`src/rtl/tlc_pkg.sv`:
```
// Shared encodings, default durations and state type for the traffic light
// controller. The controller FSM and interval_timer both import this.
package tlc_pkg;

   // Interval requested together with start_timer (11 is treated as base)
   localparam logic [1:0] INT_BASE = 2'b00;
   localparam logic [1:0] INT_EXT  = 2'b01;
   localparam logic [1:0] INT_YEL  = 2'b10;

   // Parameter selected for a Prog_Sync write (11 writes nothing)
   localparam logic [1:0] SEL_BASE = 2'b00;
   localparam logic [1:0] SEL_EXT  = 2'b01;
   localparam logic [1:0] SEL_YEL  = 2'b10;
   localparam logic [1:0] SEL_NONE = 2'b11;

   // Power-on durations in seconds
   localparam int TLC_DEF_BASE = 6;
   localparam int TLC_DEF_EXT  = 3;
   localparam int TLC_DEF_YEL  = 2;

   // Countdown control states
   typedef enum logic {
      ST_IDLE = 1'b0,
      ST_RUN  = 1'b1
   } state_t;

endpackage

```
`src/rtl/tick_divider.sv`:
```
// Divides clk down to a one-cycle tick every TICK_DIV enabled cycles.
// The count is held at 0 whenever it is disabled or cleared, so a freshly
// started interval always sees a full TICK_DIV cycles before its first tick.
module tick_divider #(
   parameter int TICK_DIV = 50_000_000
) (
   input  logic clk,
   input  logic Reset_Sync,
   input  logic clear,
   input  logic enable,
   output logic tick
);

   localparam int CNT_W = $clog2(TICK_DIV);
   localparam logic [CNT_W-1:0] LAST = CNT_W'(TICK_DIV - 1);

   logic [CNT_W-1:0] cnt_q, cnt_d;

   // Next count: hold at 0 when idle or cleared, otherwise wrap at LAST
   always_comb begin
      cnt_d = cnt_q;
      if (clear || !enable) begin
         cnt_d = '0;
      end else if (cnt_q == LAST) begin
         cnt_d = '0;
      end else begin
         cnt_d = cnt_q + CNT_W'(1);
      end
   end

   // Divider count register
   always_ff @(posedge clk or posedge Reset_Sync) begin
      if (Reset_Sync) begin
         cnt_q <= '0;
      end else begin
         cnt_q <= cnt_d;
      end
   end

   assign tick = enable && !clear && (cnt_q == LAST);

endmodule

```
`src/rtl/interval_timer.sv`:
```
// Programmable interval timer plus the base/extended/yellow time-parameter
// store. A start_timer pulse captures the selected duration and counts it
// down in one-second ticks; expired pulses for one cycle when it runs out.
// Priority each cycle: Prog_Sync (write + abort) > start_timer > tick.
module interval_timer
   import tlc_pkg::*;
#(
   parameter int TICK_DIV = 50_000_000,
   parameter int VAL_W    = 4,
   parameter int DEF_BASE = TLC_DEF_BASE,
   parameter int DEF_EXT  = TLC_DEF_EXT,
   parameter int DEF_YEL  = TLC_DEF_YEL
) (
   input  logic             clk,
   input  logic             Reset_Sync,
   input  logic             Prog_Sync,
   input  logic [1:0]       Time_Parameter_Selector,
   input  logic [VAL_W-1:0] Time_Value,
   input  logic             start_timer,
   input  logic [1:0]       interval,
   output logic             expired,
   output logic             busy,
   output logic [VAL_W-1:0] remaining,
   output state_t           dbg_state_o
);

   state_t           state_q, state_d;
   logic [VAL_W-1:0] rem_q, rem_d;
   logic             expired_q, expired_d;
   logic [VAL_W-1:0] t_base_q, t_base_d;
   logic [VAL_W-1:0] t_ext_q, t_ext_d;
   logic [VAL_W-1:0] t_yel_q, t_yel_d;
   logic [VAL_W-1:0] wr_val;
   logic [VAL_W-1:0] start_val;
   logic             div_clear;
   logic             tick;

   tick_divider #(
      .TICK_DIV (TICK_DIV)
   ) u_tick_divider (
      .clk        (clk),
      .Reset_Sync (Reset_Sync),
      .clear      (div_clear),
      .enable     (state_q == ST_RUN),
      .tick       (tick)
   );

   // A programmed zero would make an interval that can never tick down
   // cleanly, so it is stored as one second.
   assign wr_val = (Time_Value == '0) ? VAL_W'(1) : Time_Value;

   // Duration captured at start; interval 11 falls back to base
   always_comb begin
      start_val = t_base_q;
      case (interval)
         INT_EXT: start_val = t_ext_q;
         INT_YEL: start_val = t_yel_q;
         default: start_val = t_base_q;
      endcase
   end

   // Parameter store next-state: write the selected register on Prog_Sync
   always_comb begin
      t_base_d = t_base_q;
      t_ext_d  = t_ext_q;
      t_yel_d  = t_yel_q;
      if (Prog_Sync) begin
         case (Time_Parameter_Selector)
            SEL_BASE: t_base_d = wr_val;
            SEL_EXT:  t_ext_d  = wr_val;
            SEL_YEL:  t_yel_d  = wr_val;
            default:  ;
         endcase
      end
   end

   // Countdown FSM next-state and outputs
   always_comb begin
      state_d   = state_q;
      rem_d     = rem_q;
      expired_d = 1'b0;
      div_clear = 1'b0;
      if (Prog_Sync) begin
         // Programming always aborts; a simultaneous start is dropped
         state_d   = ST_IDLE;
         rem_d     = '0;
         div_clear = 1'b1;
      end else if (start_timer) begin
         // Start or restart; the abandoned interval never expires
         state_d   = ST_RUN;
         rem_d     = start_val;
         div_clear = 1'b1;
      end else if (state_q == ST_RUN && tick) begin
         if (rem_q > VAL_W'(1)) begin
            rem_d = rem_q - VAL_W'(1);
         end else begin
            state_d   = ST_IDLE;
            rem_d     = '0;
            expired_d = 1'b1;
         end
      end
   end

   // Countdown state registers
   always_ff @(posedge clk or posedge Reset_Sync) begin
      if (Reset_Sync) begin
         state_q   <= ST_IDLE;
         rem_q     <= '0;
         expired_q <= 1'b0;
      end else begin
         state_q   <= state_d;
         rem_q     <= rem_d;
         expired_q <= expired_d;
      end
   end

   // Time-parameter registers
   always_ff @(posedge clk or posedge Reset_Sync) begin
      if (Reset_Sync) begin
         t_base_q <= VAL_W'(DEF_BASE);
         t_ext_q  <= VAL_W'(DEF_EXT);
         t_yel_q  <= VAL_W'(DEF_YEL);
      end else begin
         t_base_q <= t_base_d;
         t_ext_q  <= t_ext_d;
         t_yel_q  <= t_yel_d;
      end
   end

   assign expired     = expired_q;
   assign busy        = (state_q == ST_RUN);
   assign remaining   = rem_q;
   assign dbg_state_o = state_q;

endmodule

```
`config.mk`:
```
export PLATFORM = sky130hd
export DESIGN_NAME = interval_timer
export DESIGN_NICKNAME = d
export VERILOG_FILES = /design/src/rtl/tlc_pkg.sv /design/src/rtl/tick_divider.sv /design/src/rtl/interval_timer.sv
export SDC_FILE = /design/constraint.sdc
export NUM_CORES = 1
export LEC_CHECK = 0
export CAP_MARGIN = 20
export CORE_UTILIZATION = 53
export DETAILED_ROUTE_END_ITERATION = 8
export GPL_TIMING_DRIVEN = 1
export PLACE_DENSITY = 0.82
export SYNTH_ARGS = -nofsm -noshare
export SYNTH_HDL_FRONTEND = slang
export SYNTH_SLANG_ARGS = --single-unit
```
`constraint.sdc`:
```
create_clock -name clk -period 2.1 [get_ports clk]
set_input_delay 0.21 -clock clk [delete_from_list [all_inputs] [get_ports clk]]
set_output_delay 0.21 -clock clk [all_outputs]
set_load 0.02 [all_outputs]
```
==> results of run 1 <==
[report_power, final]
group / leakage, uW / internal [uW] / switching [uW]
Sequential: 0.000578 / 911 / 36.1
Combinational: 0.000449 / 115 / 115
Clock: 0.0000510 / 263 / 287
[synth_stat cells, types with 2 or more instances]
cell type,n,area share
inv_1,8,0.013
or4_1,6,0.019
nand3b_1,2,0.0064
clkbuf_1,6,0.0095
o21ai_0,10,0.021
dfstp_2,5,0.056
ha_1,5,0.026
xor2_1,8,0.030
buf_4,2,0.0064
nand3_1,9,0.019
a31o_2,2,0.0074
a41oi_1,2,0.0074
o22ai_1,2,0.0053
a41o_1,2,0.0085
dfrtp_1,39,0.41
o31ai_1,6,0.019
and3_1,3,0.0079
nor3_1,5,0.011
a21oi_1,18,0.038
nor3b_1,2,0.0064
buf_6,2,0.0095
a31oi_1,2,0.0053
and4_1,5,0.019
nor2_1,23,0.037
nand2_1,10,0.016
nand4_1,9,0.024
mux2_2,10,0.048
a22oi_1,4,0.013
xnor2_1,3,0.011
or2_2,2,0.0053
or3_1,8,0.021
[worst paths after layout]
path / slack [ns] / end / cells after the start / from
max in group asynchronous: 1.38 / u_tick_divider.cnt_q[12] / 3 / Reset_Sync
min in group clk: 0.49 / t_ext_q[0] / 2 / t_ext_q[0]
max reg2reg: 0.14 / remaining[1] / 4 / u_tick_divider.cnt_q[18]
min: 0.34 / t_ext_q[2] / 3 / Reset_Sync
max: 0.14 / remaining[1] / 4 / u_tick_divider.cnt_q[18]
min reg2reg: 0.49 / t_ext_q[0] / 2 / t_ext_q[0]
[per-stage QoR]
stage / hold slack, ns / total power (uW)
3_5_place_dp: 0.4770 / 1191
4_1_cts: 0.3616 / 1736
2_1_floorplan: 0.2696 / 1098
3_3_place_gp: 0.4612 / 1184
5_1_grt: 0.4277 / 1789
6_report: 0.3418 / 1727
[state kept, by name (all words and copies together), names as in the netlist]
name / cells
u_tick_divider.cnt_q: 26
t_ext_q: 4
expired: 1
busy: 1
t_yel_q: 4
t_base_q: 4
remaining: 4
[worst reg2reg max path, cell delays in order, from the launching register on]
cell	delay (ns)
dfrtp_1	0.41
or4b_1	0.54
and4bb_1	0.47
a41oi_1	0.18
a221oi_2	0.29
[routing by layer]
layer / vias to the layer above / share of wire
met4: 0 / 0.019
met3: 9 / 0.037
li1: 927 / -
met1: 940 / 0.48
met2: 41 / 0.47
met5: - / 0
[placed cells by master (no fill, tap or decap), types with 3 or more instances in the layout]
cell type         n
a21oi_1          18
a22oi_1           4
and3_1            3
and4_1            5
buf_4            12
clkbuf_8          6
clkdlybuf4s50_1  18
dfrtp_1          39
dfstp_2           5
ha_1              5
inv_1             8
mux2_2           10
nand2_1          10
nand3_1           9
nand4_1           9
nor2_1           23
nor3_1            5
o21ai_0          10
o31ai_1           6
or3_1             8
or4_1             6
xnor2_1           3
xor2_1            8
[cells by family (layout without fill, tap and decap cells)]
group | Yosys count | in the layout
AO/OA/AOI/OAI | 51 | 51
XOR/XNOR | 11 | 11
adder cells (fa/ha/maj) | 5 | 5
buffers and inverters | 20 | 47
flip-flops | 44 | 44
multiplexers | 11 | 11
AND/OR/NAND/NOR | 93 | 93
[cell type report]
| type | count | area, um2 | share of cell area |
|---|---|---|---|
| clock buffer | 6 | 82.58 | 0.03014 |
| sequential | 44 | 1107 | 0.4041 |
| clock inverter | 2 | 10.01 | 0.003653 |
| multi-input combinational | 171 | 1157 | 0.4224 |
| tap | 50 | 62.56 | 0.02283 |
| inverter | 8 | 30.03 | 0.01096 |
| timing repair buffer | 31 | 290.3 | 0.1059 |
==> impl_metrics.yaml, run 1 <==
floorplan:
  core_um2: 4144
  io_pins: 19
  die_h_um: 68.78
  start_util: 0.5704
  die_area_um2: 4731
  rows: 23
  die_w_um: 68.78
setup_path:
  critPathMaxStageDelay_ns: 0.53
  cp_slowest_cell: "or4b_1"
  crit_fanout: 9
  critPathLaunchType: "register"
  worstPathRequired_ns: 2.31
  critPathCaptureType: "register"
  cp_data_arrival_time_ns: 2.18
  crit_path_cell_trace: "or4b_1 > and4bb_1 > a41oi_1 > a221oi_2"
  cp_top_family: "simple AND/OR/NAND/NOR gates"
  path_class: "register to register"
  crit_buf_inv: 0
timing:
  timing_hold_violations_final: 0
  tns_ns: 0
  period_needed_ns: 1.963
  worst_pin_slew_ns: 0.5511
  slew_headroom: 0.6326
  finalClockSkew_ns: 0.004886
  fin_crit_sh: 0.9347
  setup_viol: 0
  worst_slack_ns: 0.1371
  rsz0062_at_grt: "no"
  drv_slew: 0
  max_freq_mhz: 509.4
yosys:
  synth_edf_count: 0
  ys_seq_area_frac: 0.4685
  yosys_warnings: 0
  synth_simple_gate_area_frac: 0.2287
  synthMuxAreaShare: 0.05188
  netlist_area_um2: 2364
  synthCells: 235
  synthArstFlopShare: 1.000
  ys_types: 46
  ys_ff_latch: 44
  synth_ff_type: "dfrtp_1"
  synth_fa_ha_area_frac: 0.02647
  syn_area_per_cell_um2: 10.06
  synth_top_family_by_area: "simple AND/OR/NAND/NOR gates"
  synthesis.nets: 252
  synth-xor-area-share: 0.04076
  synth-compound-area-share: 0.1419
detailed_routing:
  drc: 0
  drt-wirelength-per-cell_um: 15.59
  via_count: 1917
  viasPerCell: 6.144
  drt_wl_total_um: 4864
  drt_first_pass_iters: 4
  ant_nets: 0
  drtIter0Drc: 111
global_routing:
  grt_pass1_vias: 1762
  grt.overflow.total: 0
  grt_pass1_wl_um: 8045
  grt_util_met2: 0.3676
  antenna_found_initial: 0
  grt_most_used_layer: "met2"
  grt_use_total: 0.2305
  grt_max_degree: 45
  use_met1: 0.3061
  use_met3: 0.04112
layout:
  stdcell_count: 312
  n_antenna_cell: 0
  final_util: 0.6612
  fin_nets: 278
  postLayoutCellArea_um2: 2740
  drive_above_1_share: 0.1679
  fillers: 316
  syn_to_final_growth_pct: 15.93
cts:
  h-tree-depth: 2
  cts_hold_buf: 0
  cts_setup_buffers: 0
  path_clk_slew_ns: 0.08
  cts_max_path_buffers: 2
  numCtsBuffers: 5
  cts.sinks: 44
  clock-root-buffer: "clkbuf_8"
  cts_tree: "done"
  insertion_delay_ns: 0.30
  cts_resized: 0
placed_design:
  placed_area_um2: 2648
  place_congestion: 0.8433
  port_buffers: 18
  placedCellCount: 304
  dpl.hpwl_um: 3412
  pre_cts_slack_ns: 0.1590
pwr:
  p_per_area_nw_per_um2: 630.2
  max-vdd-ir-drop_mv: 0.4795
  cellLeakagePower_uw: 0.001078
flow_run:
  timing.max_cap.violations: 0
run_status:
  status: "completed"
worst_hold_path:
  min_path_type: "input pin to async pin"
No activity file was read; power rests on OpenSTA's default activity.
==> run 2: changes to the inputs <==
CORE_ASPECT_RATIO = 0.75   (was default)
CORE_MARGIN = 8   (was default)
==> impl_metrics.yaml, run 2 (synthesis results as in run 1) <==
global_routing:
  grt_use_total: 0.1484
  antenna_found_initial: 0
  grt_max_degree: 20
  grt.overflow.total: 0
  grt_pass1_vias: 1731
  grt_pass1_wl_um: 8135
timing:
  finalClockSkew_ns: 0.009498
  slew_headroom: 0.5170
  worst_slack_ns: 0.1634
  tns_ns: 0
  drv_slew: 0
  period_needed_ns: 1.937
  rsz0062_at_grt: "no"
  max_freq_mhz: 516.4
  timing_hold_violations_final: 0
  worst_hold_slack_ns: 0.2380
  fin_crit_sh: 0.9222
  worst_pin_slew_ns: 0.7200
  setup_viol: 0
setup_path:
  cp_data_arrival_time_ns: 2.14
  worstPathRequired_ns: 2.30
  critPathCaptureType: "register"
  path_class: "register to register"
  critPathLaunchType: "register"
  crit_fanout: 9
cts:
  cts.sinks: 44
  numCtsBuffers: 5
  insertion_delay_ns: 0.30
  clock-root-buffer: "clkbuf_8"
  h-tree-depth: 2
  cts_hold_buf: 0
  path_clk_slew_ns: 0.09
  cts_tree: "done"
  cts_max_path_buffers: 2
detailed_routing:
  met3WireLength_um: 276
  drt-wirelength-per-cell_um: 15.19
  drt_first_pass_iters: 4
  wl_met1_um: 2406
  met2_length_um: 2115
  via_count: 1902
  ant_nets: 0
  drt_wl_total_um: 4846
  routed.top_layer: "met4"
  viasPerCell: 5.962
  drtIter0Drc: 107
  drc: 0
flow_run:
  timing.max_cap.violations: 0
floorplan:
  start_util: 0.5386
  die_w_um: 93.11
  rows: 21
  io_pins: 19
  die_area_um2: 6875
  die_h_um: 73.84
  core_um2: 4388
placed_design:
  port_buffers: 18
  place_congestion: 0.8184
  placedCellCount: 310
  dpl.hpwl_um: 3542
  pre_cts_slack_ns: 0.1097
layout:
  largest_reg_flops: 26
  syn_to_final_growth_pct: 16.09
  final_util: 0.6253
  seqCellArea_um2: 1107
  fillers: 360
  top_register: "u_tick_divider.cnt_q"
  drive_above_1_share: 0.1718
  final_common_cell: "dfrtp_1"
  fin_nets: 278
  multi_input_area_um2: 1157
  stdcell_count: 319
  n_antenna_cell: 0
  final_cell_mix: "dfrtp_1 (39), nor2_1 (23), a21oi_1 (18), clkdlybuf4s50_1 (18), buf_4 (12)"
run_status:
  status: "completed"
pwr:
  cellLeakagePower_uw: 0.001064
  max-vdd-ir-drop_mv: 0.4223
  p_per_area_nw_per_um2: 618.6
worst_hold_path:
  min_path_type: "input pin to async pin"
-- run 2: changes by cell type in the layout (fill, tap and decap cells not counted) --
cell,change
clkinv_1,+1
and4bb_2,+1
and4bb_1,-1
inv_1,-1
clkinv_4,+1
clkbuf_8,-1
-- run 2: worst paths after layout --
path                                         start                       to  slack (ns)  depth (start not counted)
setup / recovery           u_tick_divider.cnt_q[8]             remaining[1]        0.16                          4
hold reg to reg            u_tick_divider.cnt_q[0]  u_tick_divider.cnt_q[0]        0.49                          1
max in group asynchronous               Reset_Sync                  expired        1.35                          3
setup reg to reg           u_tick_divider.cnt_q[8]             remaining[1]        0.16                          4
min in group clk           u_tick_divider.cnt_q[0]  u_tick_divider.cnt_q[0]        0.49                          1
hold / removal                          Reset_Sync               t_yel_q[2]        0.24                          2
-- run 2: timing repair --
item | 4_1_cts | 5_1_grt
setup buffers | 0 | 1
setup endpoints to repair | 0 | 2
resized for setup | 0 | 1
-- run 2: worst max-delay path, stage by stage (launching register included) --
cell	delay (ns)
dfrtp_1	0.42
or4b_1	0.52
and4bb_2	0.44
a41oi_1	0.15
a221oi_2	0.30
-- run 2: layout make-up --
cell class,count,share of cell area
multi-input cells,171,0.4218
flip-flops and latches,44,0.4036
repair buffers,31,0.1058
well taps,57,0.02599
clock buffers,5,0.02508
inverters,8,0.01094
clock inverters,3,0.006840
-- run 2: power breakdown --
| part | total [uW] | leakage, uW | internal, uW | switching [uW] |
|---|---|---|---|---|
| Combinational | 227 | 0.000438 | 113 | 114 |
| Clock | 526 | 0.0000479 | 232 | 294 |
| Sequential | 945 | 0.000578 | 911 | 34.1 |
-- run 2: per-layer routing --
| layer | up-vias | track usage |
|---|---|---|
| met4 | 0 | 0.05160 |
| li1 | 925 | - |
| met5 | - | 0 |
| met2 | 53 | 0.2176 |
| met3 | 4 | 0.03776 |
| met1 | 920 | 0.2058 |
-- run 2: metrics by stage --
step / cell area, um2 / power (uW)
4_1_cts: 2736 / 1704
2_1_floorplan: 2364 / 1098
3_3_place_gp: 2649 / 1181
6_report: 2744 / 1697
5_1_grt: 2744 / 1777
3_5_place_dp: 2649 / 1188
==> run 3: changes to the inputs <==
DONT_BUFFER_PORTS = 1   (was default)
PLACE_DENSITY = 0.76   (was 0.82)
==> impl_metrics.yaml, run 3 (synthesis results as in run 1) <==
run_status:
  status: "completed"
global_routing:
  grt_pass1_wl_um: 8473
  grt.overflow.total: 0
  grt_pass1_vias: 1722
  antenna_found_initial: 0
  grt_max_degree: 25
  grt_use_total: 0.1565
detailed_routing:
  drt_wl_total_um: 5085
  drt_first_pass_iters: 5
  drtIter0Drc: 118
  via_count: 1879
  ant_nets: 0
  viasPerCell: 6.161
  drc: 0
  drt-wirelength-per-cell_um: 16.67
setup_path:
  crit_fanout: 9
  worstPathRequired_ns: 2.31
  startpoint: "u_tick_divider.cnt_q[8]"
  cp_slowest_cell: "or4b_1"
  critPathLaunchType: "register"
  critPathMaxStageDelay_ns: 0.52
  path_class: "register to register"
  rr_startpoint: "u_tick_divider.cnt_q[8]"
  cp_data_arrival_time_ns: 2.16
  critPathCaptureType: "register"
  crit_path_cell_trace: "or4b_1 > and4bb_2 > a41oi_1 > a221oi_2"
floorplan:
  start_util: 0.5386
  die_h_um: 73.84
  io_pins: 19
  die_w_um: 93.11
  core_um2: 4388
  die_area_um2: 6875
  rows: 21
layout:
  top_register: "u_tick_divider.cnt_q"
  final_common_cell: "dfrtp_1"
  syn_to_final_growth_pct: 11.06
  final_cell_mix: "dfrtp_1 (39), nor2_1 (23), a21oi_1 (18), buf_4 (13)"
  n_antenna_cell: 0
  fin_nets: 264
  fillers: 363
  largest_reg_flops: 26
  drive_above_1_share: 0.1855
cts:
  insertion_delay_ns: 0.30
  h-tree-depth: 2
  cts_tree: "done"
  cts.sinks: 44
  clock-root-buffer: "clkbuf_8"
  path_clk_slew_ns: 0.09
  numCtsBuffers: 5
  cts_max_path_buffers: 2
timing:
  period_needed_ns: 1.946
  slew_headroom: 0.6147
  drv_slew: 0
  max_freq_mhz: 513.8
  tns_ns: 0
  fin_crit_sh: 0.9268
  worst_pin_slew_ns: 0.5767
  setup_viol: 0
  rsz0062_at_grt: "no"
  finalClockSkew_ns: 0.01005
  timing_hold_violations_final: 0
flow_run:
  timing.max_cap.violations: 0
pwr:
  max-vdd-ir-drop_mv: 0.4514
  finalPower_uw: 1790
  p_per_area_nw_per_um2: 682.0
  cellLeakagePower_uw: 0.001023
placed_design:
  place_congestion: 0.8092
  dpl.hpwl_um: 3695
  port_buffers: 0
worst_hold_path:
  hp-start: "start_timer"
  min_path_type: "input pin to register"
[run 3: worst paths after layout]
path / end / cells after the start / slack (ns)
worst max-delay path: remaining[1] / 4 / 0.15
min in group asynchronous: t_ext_q[3] / 3 / 0.39
worst min-delay path: remaining[0] / 1 / 0.01
worst min register to register: u_tick_divider.cnt_q[0] / 1 / 0.49
worst max register to register: remaining[1] / 4 / 0.15
max in group asynchronous: t_base_q[2] / 3 / 1.42
[run 3: metal layers]
metal  GRT usage  vias up  wire [um]
met1      0.2261      930       2543
met3     0.03469        9        263
li1            -      890          -
met5           0        -          0
met2      0.2184       50       2207
met4     0.06228        0         71
[run 3: layout make-up]
class | count | area (um2) | share of cell area
Inverter | 8 | 30.03 | 0.01144
Clock inverter | 3 | 42.54 | 0.01621
Tap cell | 57 | 71.32 | 0.02717
Timing Repair Buffer | 17 | 147.6 | 0.05624
Multi-Input combinational cell | 171 | 1157 | 0.4409
Clock buffer | 5 | 68.82 | 0.02622
Sequential cell | 44 | 1107 | 0.4218
[run 3: through the flow]
stage               worst slack, ns    util  hold WS (ns)  cells  cell area (um2)
floorplan                    0.2605       -        0.2696    235             2364
global placement             0.1742  0.5643        0.1605    293             2476
detailed placement           0.1104  0.5643        0.1631    293             2476
CTS                         0.08585  0.5965      0.006143    304             2618
global route                0.03092  0.5982       0.01854    305             2625
finish                       0.1537  0.5982       0.01082    305             2625
[run 3: worst max-delay path: cells and delay by family (launching register included)]
family	cells	cell delay (ns)
AND/OR/NAND/NOR	2	0.97
AO/OA/AOI/OAI	2	0.46
flip-flops	1	0.43
[run 3: timing repair]
action                                 4_1_cts  5_1_grt
hold buffers                                 3        0
buffers inserted                             0        1
endpoints found under the hold margin       42        0
setup endpoints to repair                    0        3
resized for setup                            0        1
[run 3: where the power goes]
part / internal (uW) / total [uW] / switching (uW)
Clock: 352 / 647 / 295
Sequential: 910 / 956 / 45.1
Combinational: 87.3 / 188 / 100
